--- src/rtl/riscv_pkg.sv ---
// Shared constants for the pipelined_riscv core.
package riscv_pkg;

    localparam int XLEN = 32;
    localparam logic [31:0] RESET_PC_DEFAULT = 32'h0000_0000;
    // addi x0, x0, 0: the canonical RISC-V no-op
    localparam logic [31:0] NOP = 32'h0000_0013;

endpackage

--- src/rtl/fetch_buf.sv ---
// Small synchronous FIFO with flush, used as the in-order tag queue and the
// fetched-instruction buffer. DEPTH must be a power of two (>= 2).
module fetch_buf #(
    parameter int W     = 32,
    parameter int DEPTH = 2
) (
    input  logic                   clk,
    input  logic                   rst,
    input  logic                   push,
    input  logic                   pop,
    input  logic                   flush,
    input  logic [W-1:0]           din,
    output logic [W-1:0]           dout,
    output logic [$clog2(DEPTH):0] count,
    output logic                   full,
    output logic                   empty
);

    localparam int AW = $clog2(DEPTH);
    localparam int CW = AW + 1;
    localparam logic [AW-1:0] PTR_ONE  = AW'(1'b1);
    localparam logic [CW-1:0] CNT_ONE  = CW'(1'b1);
    localparam logic [CW-1:0] CNT_FULL = CW'(DEPTH);

    logic [W-1:0]  mem_r [DEPTH];
    logic [AW-1:0] wptr_r;
    logic [AW-1:0] rptr_r;
    logic [CW-1:0] count_r;
    logic          wr_en_s;
    logic          rd_en_s;

    // A push into a full FIFO is accepted only when a pop frees a slot the same cycle.
    assign wr_en_s = push && ((count_r != CNT_FULL) || pop);
    assign rd_en_s = pop && (count_r != {CW{1'b0}});

    assign dout  = mem_r[rptr_r];
    assign count = count_r;
    assign full  = (count_r == CNT_FULL);
    assign empty = (count_r == {CW{1'b0}});

    // Pointer and occupancy bookkeeping; flush discards all entries.
    always_ff @(posedge clk) begin
        if (!rst || flush) begin
            wptr_r  <= {AW{1'b0}};
            rptr_r  <= {AW{1'b0}};
            count_r <= {CW{1'b0}};
        end else begin
            if (wr_en_s) wptr_r <= wptr_r + PTR_ONE;
            if (rd_en_s) rptr_r <= rptr_r + PTR_ONE;
            case ({wr_en_s, rd_en_s})
                2'b10:   count_r <= count_r + CNT_ONE;
                2'b01:   count_r <= count_r - CNT_ONE;
                default: count_r <= count_r;
            endcase
        end
    end

    // Storage array write port (contents need no reset).
    always_ff @(posedge clk) begin
        if (wr_en_s && rst && !flush) mem_r[wptr_r] <= din;
    end

endmodule

--- src/rtl/fetch_stage.sv ---
// Instruction-fetch stage: PC, imem req/gnt/rvalid handshake, epoch-tagged
// in-order response tracking, response buffer and the IF/ID register.
module fetch_stage #(
    parameter int               XLEN      = riscv_pkg::XLEN,
    parameter logic [XLEN-1:0]  RESET_PC  = riscv_pkg::RESET_PC_DEFAULT,
    parameter int               MAX_OUTST = 2
) (
    input  logic            clk,
    input  logic            rst,
    output logic            imem_req,
    output logic [XLEN-1:0] imem_addr,
    input  logic            imem_gnt,
    input  logic            imem_rvalid,
    input  logic [XLEN-1:0] imem_rdata,
    input  logic            id_stall,
    input  logic            ex_redirect,
    input  logic [XLEN-1:0] ex_target,
    output logic            if_id_valid,
    output logic [XLEN-1:0] if_id_pc,
    output logic [XLEN-1:0] if_id_pc4,
    output logic [XLEN-1:0] if_id_instr
);
    import riscv_pkg::*;

    localparam int CW = $clog2(MAX_OUTST) + 1;
    localparam logic [XLEN-1:0] PC_STEP     = XLEN'(3'd4);
    localparam logic [XLEN-1:0] PC_MASK     = ~XLEN'(2'd3);
    localparam logic [XLEN-1:0] ZERO_W      = {XLEN{1'b0}};
    localparam logic [XLEN-1:0] NOP_W       = XLEN'(NOP);
    localparam logic [CW:0]     OUTST_LIMIT = (CW + 1)'(MAX_OUTST);

    logic [XLEN-1:0]   pc_r;
    logic              epoch_r;
    logic              if_id_valid_r;
    logic [XLEN-1:0]   if_id_pc_r;
    logic [XLEN-1:0]   if_id_pc4_r;
    logic [XLEN-1:0]   if_id_instr_r;

    logic [XLEN:0]     tq_din_s;
    logic [XLEN:0]     tq_dout_s;
    logic [CW-1:0]     tq_count_s;
    logic              tq_full_s;
    logic              tq_empty_s;
    logic              tq_push_s;
    logic              tq_pop_s;

    logic [2*XLEN-1:0] rb_din_s;
    logic [2*XLEN-1:0] rb_dout_s;
    logic [CW-1:0]     rb_count_s;
    logic              rb_full_s;
    logic              rb_empty_s;
    logic              rb_push_s;
    logic              rb_pop_s;

    logic [CW:0]       inflight_s;
    logic              req_s;
    logic              tag_epoch_s;
    logic [XLEN-1:0]   tag_pc_s;
    logic              keep_s;
    logic              load_s;
    logic              nxt_valid_s;
    logic [XLEN-1:0]   nxt_pc_s;
    logic [XLEN-1:0]   nxt_instr_s;

    // In-flight requests plus buffered responses never exceed MAX_OUTST, so
    // every granted request is guaranteed a buffer slot when it returns.
    assign inflight_s = {1'b0, tq_count_s} + {1'b0, rb_count_s};
    assign req_s      = rst && !ex_redirect && (inflight_s < OUTST_LIMIT)
                        && !tq_full_s && !rb_full_s;
    assign imem_req   = req_s;
    assign imem_addr  = pc_r;

    // Each request carries its epoch and PC through the tag queue.
    assign tq_push_s   = req_s && imem_gnt;
    assign tq_pop_s    = imem_rvalid && !tq_empty_s;
    assign tq_din_s    = {epoch_r, pc_r};
    assign tag_epoch_s = tq_dout_s[XLEN];
    assign tag_pc_s    = tq_dout_s[XLEN-1:0];

    // A response is useful only if it belongs to the current epoch and no redirect is killing it now.
    assign keep_s   = imem_rvalid && !tq_empty_s && (tag_epoch_s == epoch_r) && !ex_redirect;
    assign rb_din_s = {tag_pc_s, imem_rdata};
    assign load_s   = !id_stall || !if_id_valid_r;

    fetch_buf #(.W(XLEN + 1), .DEPTH(MAX_OUTST)) u_tag_q (
        .clk   (clk),
        .rst   (rst),
        .push  (tq_push_s),
        .pop   (tq_pop_s),
        .flush (1'b0),
        .din   (tq_din_s),
        .dout  (tq_dout_s),
        .count (tq_count_s),
        .full  (tq_full_s),
        .empty (tq_empty_s)
    );

    fetch_buf #(.W(2 * XLEN), .DEPTH(MAX_OUTST)) u_resp_buf (
        .clk   (clk),
        .rst   (rst),
        .push  (rb_push_s),
        .pop   (rb_pop_s),
        .flush (ex_redirect),
        .din   (rb_din_s),
        .dout  (rb_dout_s),
        .count (rb_count_s),
        .full  (rb_full_s),
        .empty (rb_empty_s)
    );

    // Select the next IF/ID contents: redirect bubble, buffer head, bypassed response, bubble, or hold.
    always_comb begin
        nxt_valid_s = if_id_valid_r;
        nxt_pc_s    = if_id_pc_r;
        nxt_instr_s = if_id_instr_r;
        rb_push_s   = 1'b0;
        rb_pop_s    = 1'b0;
        if (ex_redirect) begin
            nxt_valid_s = 1'b0;
            nxt_pc_s    = ZERO_W;
            nxt_instr_s = NOP_W;
        end else if (load_s) begin
            if (!rb_empty_s) begin
                nxt_valid_s = 1'b1;
                nxt_pc_s    = rb_dout_s[2*XLEN-1:XLEN];
                nxt_instr_s = rb_dout_s[XLEN-1:0];
                rb_pop_s    = 1'b1;
                rb_push_s   = keep_s;
            end else if (keep_s) begin
                nxt_valid_s = 1'b1;
                nxt_pc_s    = tag_pc_s;
                nxt_instr_s = imem_rdata;
            end else begin
                nxt_valid_s = 1'b0;
                nxt_pc_s    = ZERO_W;
                nxt_instr_s = NOP_W;
            end
        end else begin
            rb_push_s = keep_s;
        end
    end

    // PC advances on grant; redirect reloads it and starts a new epoch.
    always_ff @(posedge clk) begin
        if (!rst) begin
            pc_r    <= RESET_PC;
            epoch_r <= 1'b0;
        end else if (ex_redirect) begin
            pc_r    <= ex_target & PC_MASK;
            epoch_r <= ~epoch_r;
        end else if (tq_push_s) begin
            pc_r    <= pc_r + PC_STEP;
        end
    end

    // IF/ID pipeline register.
    always_ff @(posedge clk) begin
        if (!rst) begin
            if_id_valid_r <= 1'b0;
            if_id_pc_r    <= ZERO_W;
            if_id_pc4_r   <= ZERO_W;
            if_id_instr_r <= NOP_W;
        end else begin
            if_id_valid_r <= nxt_valid_s;
            if_id_pc_r    <= nxt_pc_s;
            if_id_pc4_r   <= nxt_valid_s ? (nxt_pc_s + PC_STEP) : ZERO_W;
            if_id_instr_r <= nxt_instr_s;
        end
    end

    assign if_id_valid = if_id_valid_r;
    assign if_id_pc    = if_id_pc_r;
    assign if_id_pc4   = if_id_pc4_r;
    assign if_id_instr = if_id_instr_r;

endmodule
--- config.mk ---
export PLATFORM = sky130hd
export DESIGN_NAME = fetch_stage
export DESIGN_NICKNAME = d
export VERILOG_FILES = /design/src/rtl/riscv_pkg.sv /design/src/rtl/fetch_buf.sv /design/src/rtl/fetch_stage.sv
export SDC_FILE = /design/constraint.sdc
export NUM_CORES = 1
export LEC_CHECK = 0
export CELL_PAD_IN_SITES_DETAIL_PLACEMENT = 0
export CELL_PAD_IN_SITES_GLOBAL_PLACEMENT = 1
export CORE_UTILIZATION = 49
export CTS_BUF_LIST = sky130_fd_sc_hd__clkbuf_2
export CTS_CLUSTER_DIAMETER = 80
export CTS_CLUSTER_SIZE = 25
export DETAILED_ROUTE_END_ITERATION = 16
export PLACE_DENSITY_LB_ADDON = 0.1
export SYNTH_ARGS = -nofsm -noshare
export SYNTH_HDL_FRONTEND = slang
export SYNTH_HIERARCHICAL = 1
export SYNTH_SLANG_ARGS = --single-unit
--- constraint.sdc ---
create_clock -name clk -period 20.7 [get_ports clk]
set_input_delay 3.105 -clock clk [delete_from_list [all_inputs] [get_ports clk]]
set_output_delay 3.105 -clock clk [all_outputs]
set_load 0.01 [all_outputs]
Word-level counts from Yosys, hierarchy flattened --
Memories as Yosys holds them, arrays and structs flattened. A register that Yosys moved wholly into a read port is not among the register bits. Index checks and enable logic that the tools add are counted. Widths: inputs -> output; s select.
Storage, ports and cells: register bits after elaboration 138, bits in latches 0, RAM bits 194, memory bits (read-only) 0, input bits 70, memories kept 2
Cells by class: add/subtract/negate cells 11, multipliers 0, div/mod/pow operators 0, magnitude comparators 1, eq/ne operators 9, shift-type cells 0, muxes and demuxes 28, bitwise gates (word level) 2, reduce and logical (&&, ||, !) cells 35
Memory list:
- u_resp_buf.mem_r | words 2, bits a word 64, rd ports 1, clocked after Yosys merged registers in 1, wr ports 1, line fetch_buf.sv:25 | logic [W-1:0] mem_r [DEPTH];
- u_tag_q.mem_r | words 2, bits a word 33, rd ports 1, clocked after Yosys merged registers in 1, wr ports 1, line fetch_buf.sv:25
Operators by type and width (number):
- $mux 32 | 8
- $add 32x3->32 const B | 2
- $mux 1 | 18
- $logic_and 1x1->1 | 15
- $reduce_bool 2->1 | 5
- $eq 2x2->1 const B | 4
- $pmux 2 s2 | 2
- $logic_not 1->1 | 7
- $add 1x1->1 const B | 4
- $add 2x1->2 const B | 2
- $eq 2x1->1 const B | 2
- $logic_not 2->1 | 2
- $logic_or 1x1->1 | 4
- $ne 2x2->1 const B | 2
- $sub 2x1->2 const B | 2
- $add 2x2->3 | 1
- $lt 3x2->1 const B | 1
- $not 1->1 | 2
- $reduce_and 2->1 | 1
- $reduce_or 2->1 | 1
- $eq 1x1->1 | 1

Logic depth before layout (Yosys ltp) --
Gate-level depths: netlist (run 1).
depth after elaboration 13, mapped depth 15, gate-level depth less buffers 12

Cells and area by module --
Netlist (run 1), hierarchy kept.
By module, submodules not included:
- fetch_stage | times used 1, cells an instance 762, area each 6218.5 um2, sequential area each 2562.5 um2
- fetch_buf at u_resp_buf | times used 1, cells an instance 226, area each 4838.4 um2, sequential area each 3943.8 um2
- fetch_buf at u_tag_q | times used 1, cells an instance 130, area each 2611.3 um2, sequential area each 2082.0 um2

Least setup slack after synthesis (run 1) --
Ideal clock, no wire load.
kind input port to flip-flop, start point input port id_stall, end point memory u_resp_buf/mem_r[1][0] (netlist bit) (enable), arrival time 8.951 ns, data required time 20.135 ns, slack 11.184 ns, stages on the path 9, cell sequence nand2_1 buf_2 buf_1 clkbuf_1 buf_1 buf_1 a211oi_1 o21ai_2 nor3_1
Between the ends: elaborated cells between the ends (all ways) 12, those cells by class mux: 6; reduce/logical: 6
RTL lines:
- start, declared | line fetch_stage.sv:15 | input logic id_stall,
- $logic_not 1->1 | line fetch_stage.sv:83 | assign load_s = !id_stall || !if_id_valid_r;
- $logic_or 1x1->1 | line fetch_stage.sv:83
- $mux 1 | line fetch_stage.sv:122 | end else if (load_s) begin
- $mux 1 | line fetch_stage.sv:118 | if (ex_redirect) begin
- named net rb_push_s | line fetch_stage.sv:52 | logic rb_push_s;
- $logic_and 1x1->1 | line fetch_buf.sv:33 | assign wr_en_s = push && ((count_r != CNT_FULL) || pop);
- $logic_and 1x1->1 (2 in series) | line fetch_buf.sv:60 | if (wr_en_s && rst && !flush) mem_r[wptr_r] <= din;
- $mux 1 | line fetch_buf.sv:60
- $mux 1 (implied by the code) | line fetch_buf.sv:60
- end, declared | line fetch_buf.sv:25
The timed path passes the listed nets, and every way through them passes these cells.

Worst setup path in the final report (run 1) --
start point input port rst, end point output port imem_req
Between the ends: cells in the longest elaborated chain, start to end 4
Ends and longest elaborated chain:
- start, declared | line fetch_stage.sv:9 | input logic rst,
- $logic_and 1x1->1 (2 in series) | line fetch_stage.sv:68 | assign req_s = rst && !ex_redirect && (inflight_s < OUTST_LIMIT)
- $logic_and 1x1->1 (2 in series) | line fetch_stage.sv:69 | && !tq_full_s && !rb_full_s;
- end, declared | line fetch_stage.sv:10 | output logic imem_req,
Every way passes these cells.

==> results by group, run 1 <==
Run status
  • Status: complete, no violations

Clock tree
  • Inserted Clock Buffers: 17
  • Sink Count: 332
  • Clock root buffer: clkbuf_2
  • Clock transition at path regs: 0.42 ns
  • Worst skew pair latency: 0.91 ns
  • # hold bufs at CTS: 0
  • Post-CTS Setup Repair Bufs: 0
  • CTS tree: built
  • CTS max path bufs: 3
  • Htree depth: 1
  • Post_cts resized: 0

Route
  • DRC Markers: 0
  • Drt total wl: 32.2 mm
  • Wirelength per Cell: 19.3 µm
  • Vias per cell: 5.66
  • Pre-antenna DRT Iters: 7
  • Via count: 9451
  • DRT iter0 DRCs: 764
  • Antenna-violating nets left: 0

Critical path
  • Cell repeated most along the worst path: clkdlybuf4s50_1
  • Critical R2R Launch: u_resp_buf/count[0]
  • Worst reg2reg setup slack: 16.45 ns
  • Capturing point of the worst reg2reg path: if_id_pc4[30]
  • Critical path buffers and inverters: 2
  • FF-to-FF path depth: 13
  • Critical Path End Type: output pin
  • Max Fanout on Critical Path: 13
  • Kind of cell adding the most delay to the critical path: buffers and inverters
  • Startpoint types: primary input
  • CP cell instances: clkdlybuf4s50_1, nor2b_1, and3_1, clkdlybuf4s50_1
  • CP Class: primary input to output pin
  • Critical Path RT: 17.59 ns
  • Critical path's slowest cell: clkdlybuf4s50_1
  • CP arrival: 5.37 ns
  • Critical path's largest stage delay: 0.98 ns

Worst hold path
  • WHS Path Cells: 2
  • Min-Delay Endpoint: if_id_instr[0]
  • Worst hold path class: register to register
  • Min-delay src: if_id_instr[0]

Place
  • Number of I/O port buffers: 195
  • Routability congestion estimate: 0.798
  • DP HPWL: 20.7 mm

STA
  • Final setup viols: 0
  • Worst-Margin Slew: 0.992 ns
  • Tmin final: 8.48 ns
  • Relative slew slack: 0.332
  • Clock skew: 0.0953 ns
  • Final hold vios: 0
  • TNS Setup: 0 ns
  • Slew Viols, Final: 0
  • RSZ-0062 raised after global routing: false
  • Period utilization: 0.410
  • Peak Freq: 118 MHz

Pwr
  • Leak: 5.44 nW
  • PD cells: 61.0 nW/µm²
  • Max VDD drop: 0.0277 mV
  • Overall Power: 982 µW

Global route
  • Total grt overflow: 0
  • First-pass GRT wire length: 50.3 mm
  • Initial antenna violation count: 1
  • Largest net degree at the start of global routing: 66
  • Overall global routing resource usage: 0.225
  • Vias in the first global route: 8956

Synth
  • Fraction of the yosys area taken by sequential cells: 0.628
  • Top FF cell, synth: edfxtp_1
  • Yosys cell types: 73
  • Synth Cell Area: 13700 µm²
  • EDFF count, synth: 194
  • Synth Instances: 1118
  • Avg Inst Size Synth: 12.2 µm²
  • Yosys warns: 6
  • Ys async rst share: 0
  • Synth Register Bits: 332

Final layout
  • Nets: 1360
  • Filler cell count: 2303
  • Sequential cell area: 8590 µm²
  • Area delta synth->final: 17.8%
  • Share of cells above drive strength 1: 0.0849
  • Multi-input logic area: 4770 µm²

Flow run
  • Max-cap violations: 0

Floorplan
  • Die height: 169 µm
  • # rows: 60
  • Core ar.: 27200 µm²
  • Die footprint: 28600 µm²
  • Die width: 169 µm
  • Starting density of the core: 0.503
  • # IOs: 200
-- cells in the mapped netlist, drive strengths merged, types with 7 or more instances --
cell,instances,area [µm²]
and3,21,131
and2,19,121
nor4,16,121
a21oi,49,245
xnor2,12,113
inv,13,48.8
o21ai,43,223
xor2,11,96.3
edfxtp,194,5830
nor2,121,454
nand2b,11,68.8
a32oi,9,78.8
o221ai,9,85.1
nand3,25,125
or3,7,43.8
clkbuf,35,131
a31oi,8,50.1
dfxtp,138,2760
nand2,55,206
nor3,53,270
a221oi,41,359
buf,35,175
mux2,104,1170
a21o,9,67.6
nand4,13,93.8
-- how the worst max path moves through the flow --
stage / to / slack, ns / from / depth (start not counted)
global route: imem_req / 12.18 / rst / 4
CTS: imem_req / 12.21 / rst / 4
global placement: imem_req / 12.21 / rst / 4
detailed placement: imem_req / 12.22 / rst / 4
floorplan: u_resp_buf/mem_r[1][0] / 11.18 / id_stall / 9
finish: imem_req / 12.22 / rst / 4
-- final cells by class --
cell class / instances / share of cell area
tap: 372 / 0.0289
clock inverter: 5 / 0.00179
sequential: 332 / 0.533
antenna: 1 / 0.000155
clock buffer: 25 / 0.00777
timing repair buffer: 212 / 0.129
multi-input combinational: 708 / 0.296
inverter: 14 / 0.00326
-- state kept, by name, summed over array words and instances (netlist names), named ones only --
signal and cells:
u_resp_buf/mem_r 128, u_tag_q/mem_r 66, if_id_instr 32, if_id_pc4 32, if_id_pc 32, imem_addr 30, u_resp_buf/count 2, u_tag_q/count 2
epoch_r 1, if_id_valid 1, u_resp_buf/rptr_r 1, u_resp_buf/wptr_r 1, u_tag_q/rptr_r 1, u_tag_q/wptr_r 1
-- cell families (layout without fill, tap and decap cells) --
logic type	after synthesis	in the layout	synth area share
AOI/OAI and AO/OA	202	202	0.102
xor gates and xnor gates	23	23	0.0153
adders and majority gates	5	5	0.00513
buffers and inverters	84	256	0.0263
DFF	332	332	0.628
muxes	109	109	0.0896
other	1	8	0.000274
and+or+nand+nor	362	362	0.133
-- routing by layer --
metal | routed length [µm] | vias up | global-route usage
met5 | 0 | - | 0
met4 | 521 | 0 | 0.0478
met3 | 1950 | 36 | 0.0264
met2 | 14700 | 355 | 0.361
met1 | 15100 | 4547 | 0.328
li1 | - | 4513 | -
-- where the power goes --
group | internal [mW] | switching [mW] | leakage (nW)
Combinational | 0.0249 | 0.0257 | 2.47
Sequential | 0.704 | 0.00796 | 2.85
Clock | 0.0342 | 0.186 | 0.124
Total | 0.763 | 0.219 | 5.44
-- layout by cell type, fill, tap and decap left out, types with 21 or more instances in the layout --
cell type        count
and3_1              21
nand2_1             54
nor3_1              50
dfxtp_1            137
o21ai_0             39
mux2_1              66
clkbuf_2            25
a21oi_1             49
a221oi_1            41
clkdlybuf4s50_1    194
nand3_1             25
mux2_2              37
edfxtp_1           194
nor2_1             118
-- through the flow --
stage | std cells | utilization | instance area, µm² | hold slack (ns) | setup slack [ns]
2_1_floorplan | 1124 | - | 13700 | 0.480 | 11.18
3_3_place_gp | 1638 | 0.587 | 16000 | 0.452 | 12.21
3_5_place_dp | 1638 | 0.587 | 16000 | 0.456 | 12.22
4_1_cts | 1668 | 0.593 | 16100 | 0.484 | 12.21
5_1_grt | 1669 | 0.593 | 16100 | 0.508 | 12.18
6_report | 1669 | 0.593 | 16100 | 0.481 | 12.22
-- worst reg2reg max path: stages (launching register included) --
cell and delay (ns):
dfxtp_1 0.45, nor2_1 0.20, buf_4 0.30, and3b_1 0.73, a32oi_1 0.34, a21oi_1 0.34
ha_1 0.24, nand2b_1 0.06, a21oi_1 0.14, o21ai_0 0.16, inv_1 0.19, nand4_2 0.28
nor4b_2 0.37, mux2_1 0.35
Note: power is estimated with default switching activity, not from simulation.
==> run 2, diff against run 1 <==
CORE_UTILIZATION = 45   (was 49)
clock period = 8.83 ns   (was 20.7 ns; I/O delays follow)
==> results by group, run 2 (synthesized netlist as in run 1, its figures left out) <==
Clock tree
  • Clock transition at path regs: 0.41 ns
  • Post_cts resized: 0
  • CTS tree: built
  • Clock root buffer: clkbuf_2
  • Sink Count: 332
  • Worst skew pair latency: 0.90 ns
  • Post-CTS Setup Repair Bufs: 0
  • Htree depth: 1
  • CTS max path bufs: 3
  • # hold bufs at CTS: 0
  • Inserted Clock Buffers: 18

Place
  • Number of I/O port buffers: 195
  • Placed cell area: 16000 µm²
  • Post-Place Cells: 1655
  • Routability congestion estimate: 0.810
  • DP HPWL: 21.1 mm
  • Worst slack, placed: 3.58 ns

Critical path
  • Critical Path End Type: output pin
  • Critical path's slowest cell: clkdlybuf4s50_1
  • Kind of cell adding the most delay to the critical path: buffers and inverters
  • Critical path's largest stage delay: 0.55 ns
  • Critical Path RT: 7.51 ns
  • CP Class: primary input to output pin
  • Worst reg2reg setup slack: 4.82 ns
  • Startpoint types: primary input
  • Max Fanout on Critical Path: 13
  • Critical path buffers and inverters: 3
  • Cell repeated most along the worst path: clkdlybuf4s50_1
  • CP arrival: 3.28 ns
  • CP cell instances: clkdlybuf4s50_1, buf_4, nor2b_1, and3_1, clkdlybuf4s50_1

Route
  • Drt total wl: 33.5 mm
  • Wirelength per Cell: 19.9 µm
  • Vias per cell: 5.55
  • DRT iter0 DRCs: 651
  • Antenna-violating nets left: 0
  • Via count: 9367
  • DRC Markers: 0
  • Pre-antenna DRT Iters: 5

STA
  • Period utilization: 0.521
  • RSZ-0062 raised after global routing: false
  • Relative slew slack: 0.325
  • Clock skew: 0.104 ns
  • Tmin final: 4.60 ns
  • Worst-Margin Slew: 1.01 ns
  • Final hold vios: 0
  • Slew Viols, Final: 0
  • TNS Setup: 0 ns
  • Post-route setup slack: 4.23 ns
  • Peak Freq: 217 MHz
  • Hold WS: 0.481 ns
  • Final setup viols: 0

Final layout
  • Biggest regs: u_resp_buf/mem_r x128, u_tag_q/mem_r x66
  • Share of cells above drive strength 1: 0.0864
  • Non-filler cells, final: 1688
  • Max FFs per register: 128
  • Nets: 1360
  • Commonest cells after routing, fill and taps aside: clkdlybuf4s50_1 (194), edfxtp_1 (194), dfxtp_1 (137), nor2_1 (118), mux2_1 (66)
  • Post-route cell area: 16200 µm²
  • Biggest register: u_resp_buf/mem_r
  • Area delta synth->final: 18.2%

Floorplan
  • # rows: 63
  • Starting density of the core: 0.459
  • Core ar.: 29800 µm²
  • # IOs: 200
  • Die width: 176 µm
  • Die height: 176 µm
  • Die footprint: 31100 µm²

Global route
  • Largest net degree at the start of global routing: 65
  • Total grt overflow: 0
  • Vias in the first global route: 8903
  • First-pass GRT wire length: 52.1 mm
  • Overall global routing resource usage: 0.215
  • Initial antenna violation count: 1

Pwr
  • Max VDD drop: 0.0955 mV
  • Leak: 5.45 nW
  • PD cells: 145 nW/µm²

Flow run
  • Max-cap violations: 0

Run status
  • Status: complete, no violations

Worst hold path
  • Worst hold path class: register to register
## run 2: per-stage QoR
step                      total power, mW   util
final                                2.35  0.542
after global routing                 2.44  0.542
after CTS                            2.37  0.542
after detailed placement             1.81  0.536
after global placement               1.81  0.536
after floorplan                      1.74      -
## run 2: final timing paths
path,depth (start not counted),from,endpoint
max,5,rst,imem_req
min,2,if_id_instr[0],if_id_instr[0]
max reg2reg,14,register,if_id_pc4[30]
min reg2reg,2,if_id_instr[0],if_id_instr[0]
## run 2: power breakdown
part           leakage [nW]  internal [mW]  switching (mW)
logic                  2.46         0.0585          0.0611
clock network         0.141         0.0952           0.463
registers              2.85           1.65          0.0186
total                  5.45           1.80           0.543
## run 2: final cells by class
cell class | count | area (µm²)
Timing Repair Buffer | 211 | 2070
Sequential cell | 332 | 8590
Clock buffer | 28 | 140
Fill cell | 2604 | 13600
Antenna cell | 1 | 2.50
Clock inverter | 4 | 50.0
Inverter | 14 | 52.6
Multi-Input combinational cell | 708 | 4770
Tap cell | 390 | 488
## run 2: tightest hold or removal path, cell delays in order (launching register included)
cell and delay, ns:
dfxtp_1 0.40, nand2_1 0.05, nand3_1 0.06
## run 2: per-layer routing
metal,GRT usage,routed length (µm),up-vias
met2,0.334,14800,283
met1,0.319,16200,4531
met5,0,0,-
met3,0.0289,1840,33
met4,0.0489,659,0
li1,-,-,4520
==> run 3, diff against run 2 <==
clock period = 4.7 ns   (was 8.83 ns; I/O delays follow)
==> results by group, run 3 (synthesized netlist as in run 1, its figures left out) <==
Floorplan
  • # IOs: 200
  • Die footprint: 31100 µm²
  • Starting density of the core: 0.459
  • Die height: 176 µm
  • Die width: 176 µm
  • Core ar.: 29800 µm²
  • # rows: 63

STA
  • Period utilization: 0.795
  • TNS Setup: 0 ns
  • Peak Freq: 268 MHz
  • Slew Viols, Final: 0
  • Hold WS: 0.344 ns
  • Relative slew slack: 0.399
  • RSZ-0062 raised after global routing: false
  • Final setup viols: 0
  • Clock skew: 0.0702 ns
  • Final hold vios: 0
  • Worst-Margin Slew: 0.893 ns
  • Tmin final: 3.74 ns

Pwr
  • Clk pwr share: 0.224
  • Leak: 5.51 nW
  • Pint: 3.37 mW
  • Comb power frac: 0.052
  • Sequential share of power: 0.724
  • Net switching power: 963 µW
  • Switching share of total power: 0.222
  • Max VDD drop: 0.142 mV
  • Overall Power: 4.33 mW
  • PD cells: 266 nW/µm²

Critical path
  • Critical path's slowest cell: xnor2_2
  • FF-to-FF path depth: 12
  • Kind of cell adding the most delay to the critical path: compound AO/OA/AOI/OAI gates
  • CP Class: register to register
  • CP endpoint: if_id_pc4[30]
  • Critical Path RT: 5.54 ns
  • Crit path depth: 12
  • CP cell instances: mux2_2, xnor2_2, a32oi_1, a21oi_1, ha_1, nand2b_1, a21oi_1, o21ai_0, inv_1, nand4_2, nor4b_2, mux2_1
  • Critical path buffers and inverters: 1
  • Startpoint types: register
  • Max Fanout on Critical Path: 11
  • CP arrival: 4.57 ns
  • Worst reg2reg setup slack: 0.96 ns
  • Critical path's largest stage delay: 0.47 ns
  • Capturing point of the worst reg2reg path: if_id_pc4[30]
  • Critical Path End Type: register
  • Cell repeated most along the worst path: a21oi_1

Final layout
  • Biggest regs: u_resp_buf/mem_r x128, u_tag_q/mem_r x66
  • Commonest cells after routing, fill and taps aside: clkdlybuf4s50_1 (194), edfxtp_1 (194), dfxtp_1 (137), nor2_1 (118), mux2_1 (66)
  • Nets: 1370
  • Area delta synth->final: 18.8%
  • Biggest register: u_resp_buf/mem_r
  • Max FFs per register: 128
  • Non-filler cells, final: 1696
  • Filler cell count: 2631
  • Share of cells above drive strength 1: 0.0920

Clock tree
  • Htree depth: 1
  • Sink Count: 332
  • CTS max path bufs: 3
  • Clock transition at path regs: 0.44 ns
  • Clock root buffer: clkbuf_2
  • CTS tree: built
  • # hold bufs at CTS: 0
  • Inserted Clock Buffers: 17
  • Worst skew pair latency: 0.88 ns
  • Post-CTS Setup Repair Bufs: 0
  • Post_cts resized: 0

Global route
  • Total grt overflow: 0
  • Initial antenna violation count: 1
  • Largest net degree at the start of global routing: 65
  • Overall global routing resource usage: 0.211
  • First-pass GRT wire length: 51.6 mm
  • Vias in the first global route: 9036

Route
  • Vias per cell: 5.50
  • Drt total wl: 32.9 mm
  • Wirelength per Cell: 19.4 µm
  • DRT iter0 DRCs: 504
  • Antenna-violating nets left: 0
  • Pre-antenna DRT Iters: 5
  • DRC Markers: 0
  • Via count: 9330

Place
  • Number of I/O port buffers: 195
  • Post-Place Cells: 1666
  • Routability congestion estimate: 0.810
  • DP HPWL: 21.7 mm

Worst hold path
  • Worst hold path class: primary input to register

Flow run
  • Max-cap violations: 0

Run status
  • Status: complete, no violations
-- run 3: cell count changes in the layout (fill, tap and decap cells not counted) --
cell | previous run | this run
inv_6 | 1 | 0
buf_12 | 0 | 2
buf_4 | 16 | 25
dfxtp_2 | 0 | 1
nor3_2 | 3 | 1
clkbuf_2 | 28 | 27
inv_16 | 1 | 0
nor3_4 | 0 | 2
dfxtp_4 | 1 | 0
-- run 3: how the worst min path moves through the flow --
stage / from / slack (ns) / endpoint / cells after the start
global placement: if_id_instr[1] / 0.47 / if_id_instr[1] / 2
finish: ex_target[18] / 0.34 / imem_addr[18] / 3
CTS: ex_target[18] / 0.24 / imem_addr[18] / 3
detailed placement: if_id_instr[4] / 0.47 / if_id_instr[4] / 2
global route: ex_target[18] / 0.24 / imem_addr[18] / 3
floorplan: u_resp_buf/rptr_r / 0.48 / register / 2
-- run 3: worst register-to-register path: stages (launching register included) --
cell	delay [ns]
dfxtp_1	0.43
mux2_2	0.38
xnor2_2	0.47
a32oi_1	0.25
a21oi_1	0.35
ha_1	0.24
nand2b_1	0.06
a21oi_1	0.16
o21ai_0	0.19
inv_1	0.17
nand4_2	0.28
nor4b_2	0.37
mux2_1	0.34
-- run 3: power by group through the flow --
stage	Clock (mW)	Sequential [mW]	Combinational (mW)
3_5_place_dp	0	3.18	0.225
4_1_cts	1.02	3.13	0.226
5_1_grt	1.10	3.14	0.245
6_report	0.969	3.13	0.226
3_3_place_gp	0	3.18	0.223
2_1_floorplan	0	3.18	0.0873
-- run 3: layer usage --
metal | vias to the layer above | global-route usage | wire (µm)
met5 | - | 0 | 0
met4 | 0 | 0.0442 | 491
met3 | 32 | 0.0233 | 1620
met2 | 274 | 0.336 | 14900
met1 | 4489 | 0.312 | 15900
li1 | 4535 | - | -
-- run 3: metrics by stage --
stage          instance area [µm²]   util  setup slack, ns
2_1_floorplan                13700      -            0.419
3_3_place_gp                 16100  0.540            0.773
3_5_place_dp                 16100  0.540            0.749
4_1_cts                      16200  0.545            0.991
5_1_grt                      16200  0.545            0.707
6_report                     16200  0.545            0.962
-- run 3: layout make-up --
| class | count | area, µm² | area share |
|---|---|---|---|
| sequential | 332 | 8590 | 0.529 |
| multi-input combinational | 708 | 4780 | 0.294 |
| timing repair buffer | 222 | 2170 | 0.134 |
| tap | 390 | 488 | 0.0300 |
| clock buffer | 27 | 135 | 0.00832 |
| inverter | 14 | 52.6 | 0.00324 |
| clock inverter | 2 | 21.3 | 0.00131 |
| antenna | 1 | 2.50 | 0.000154 |
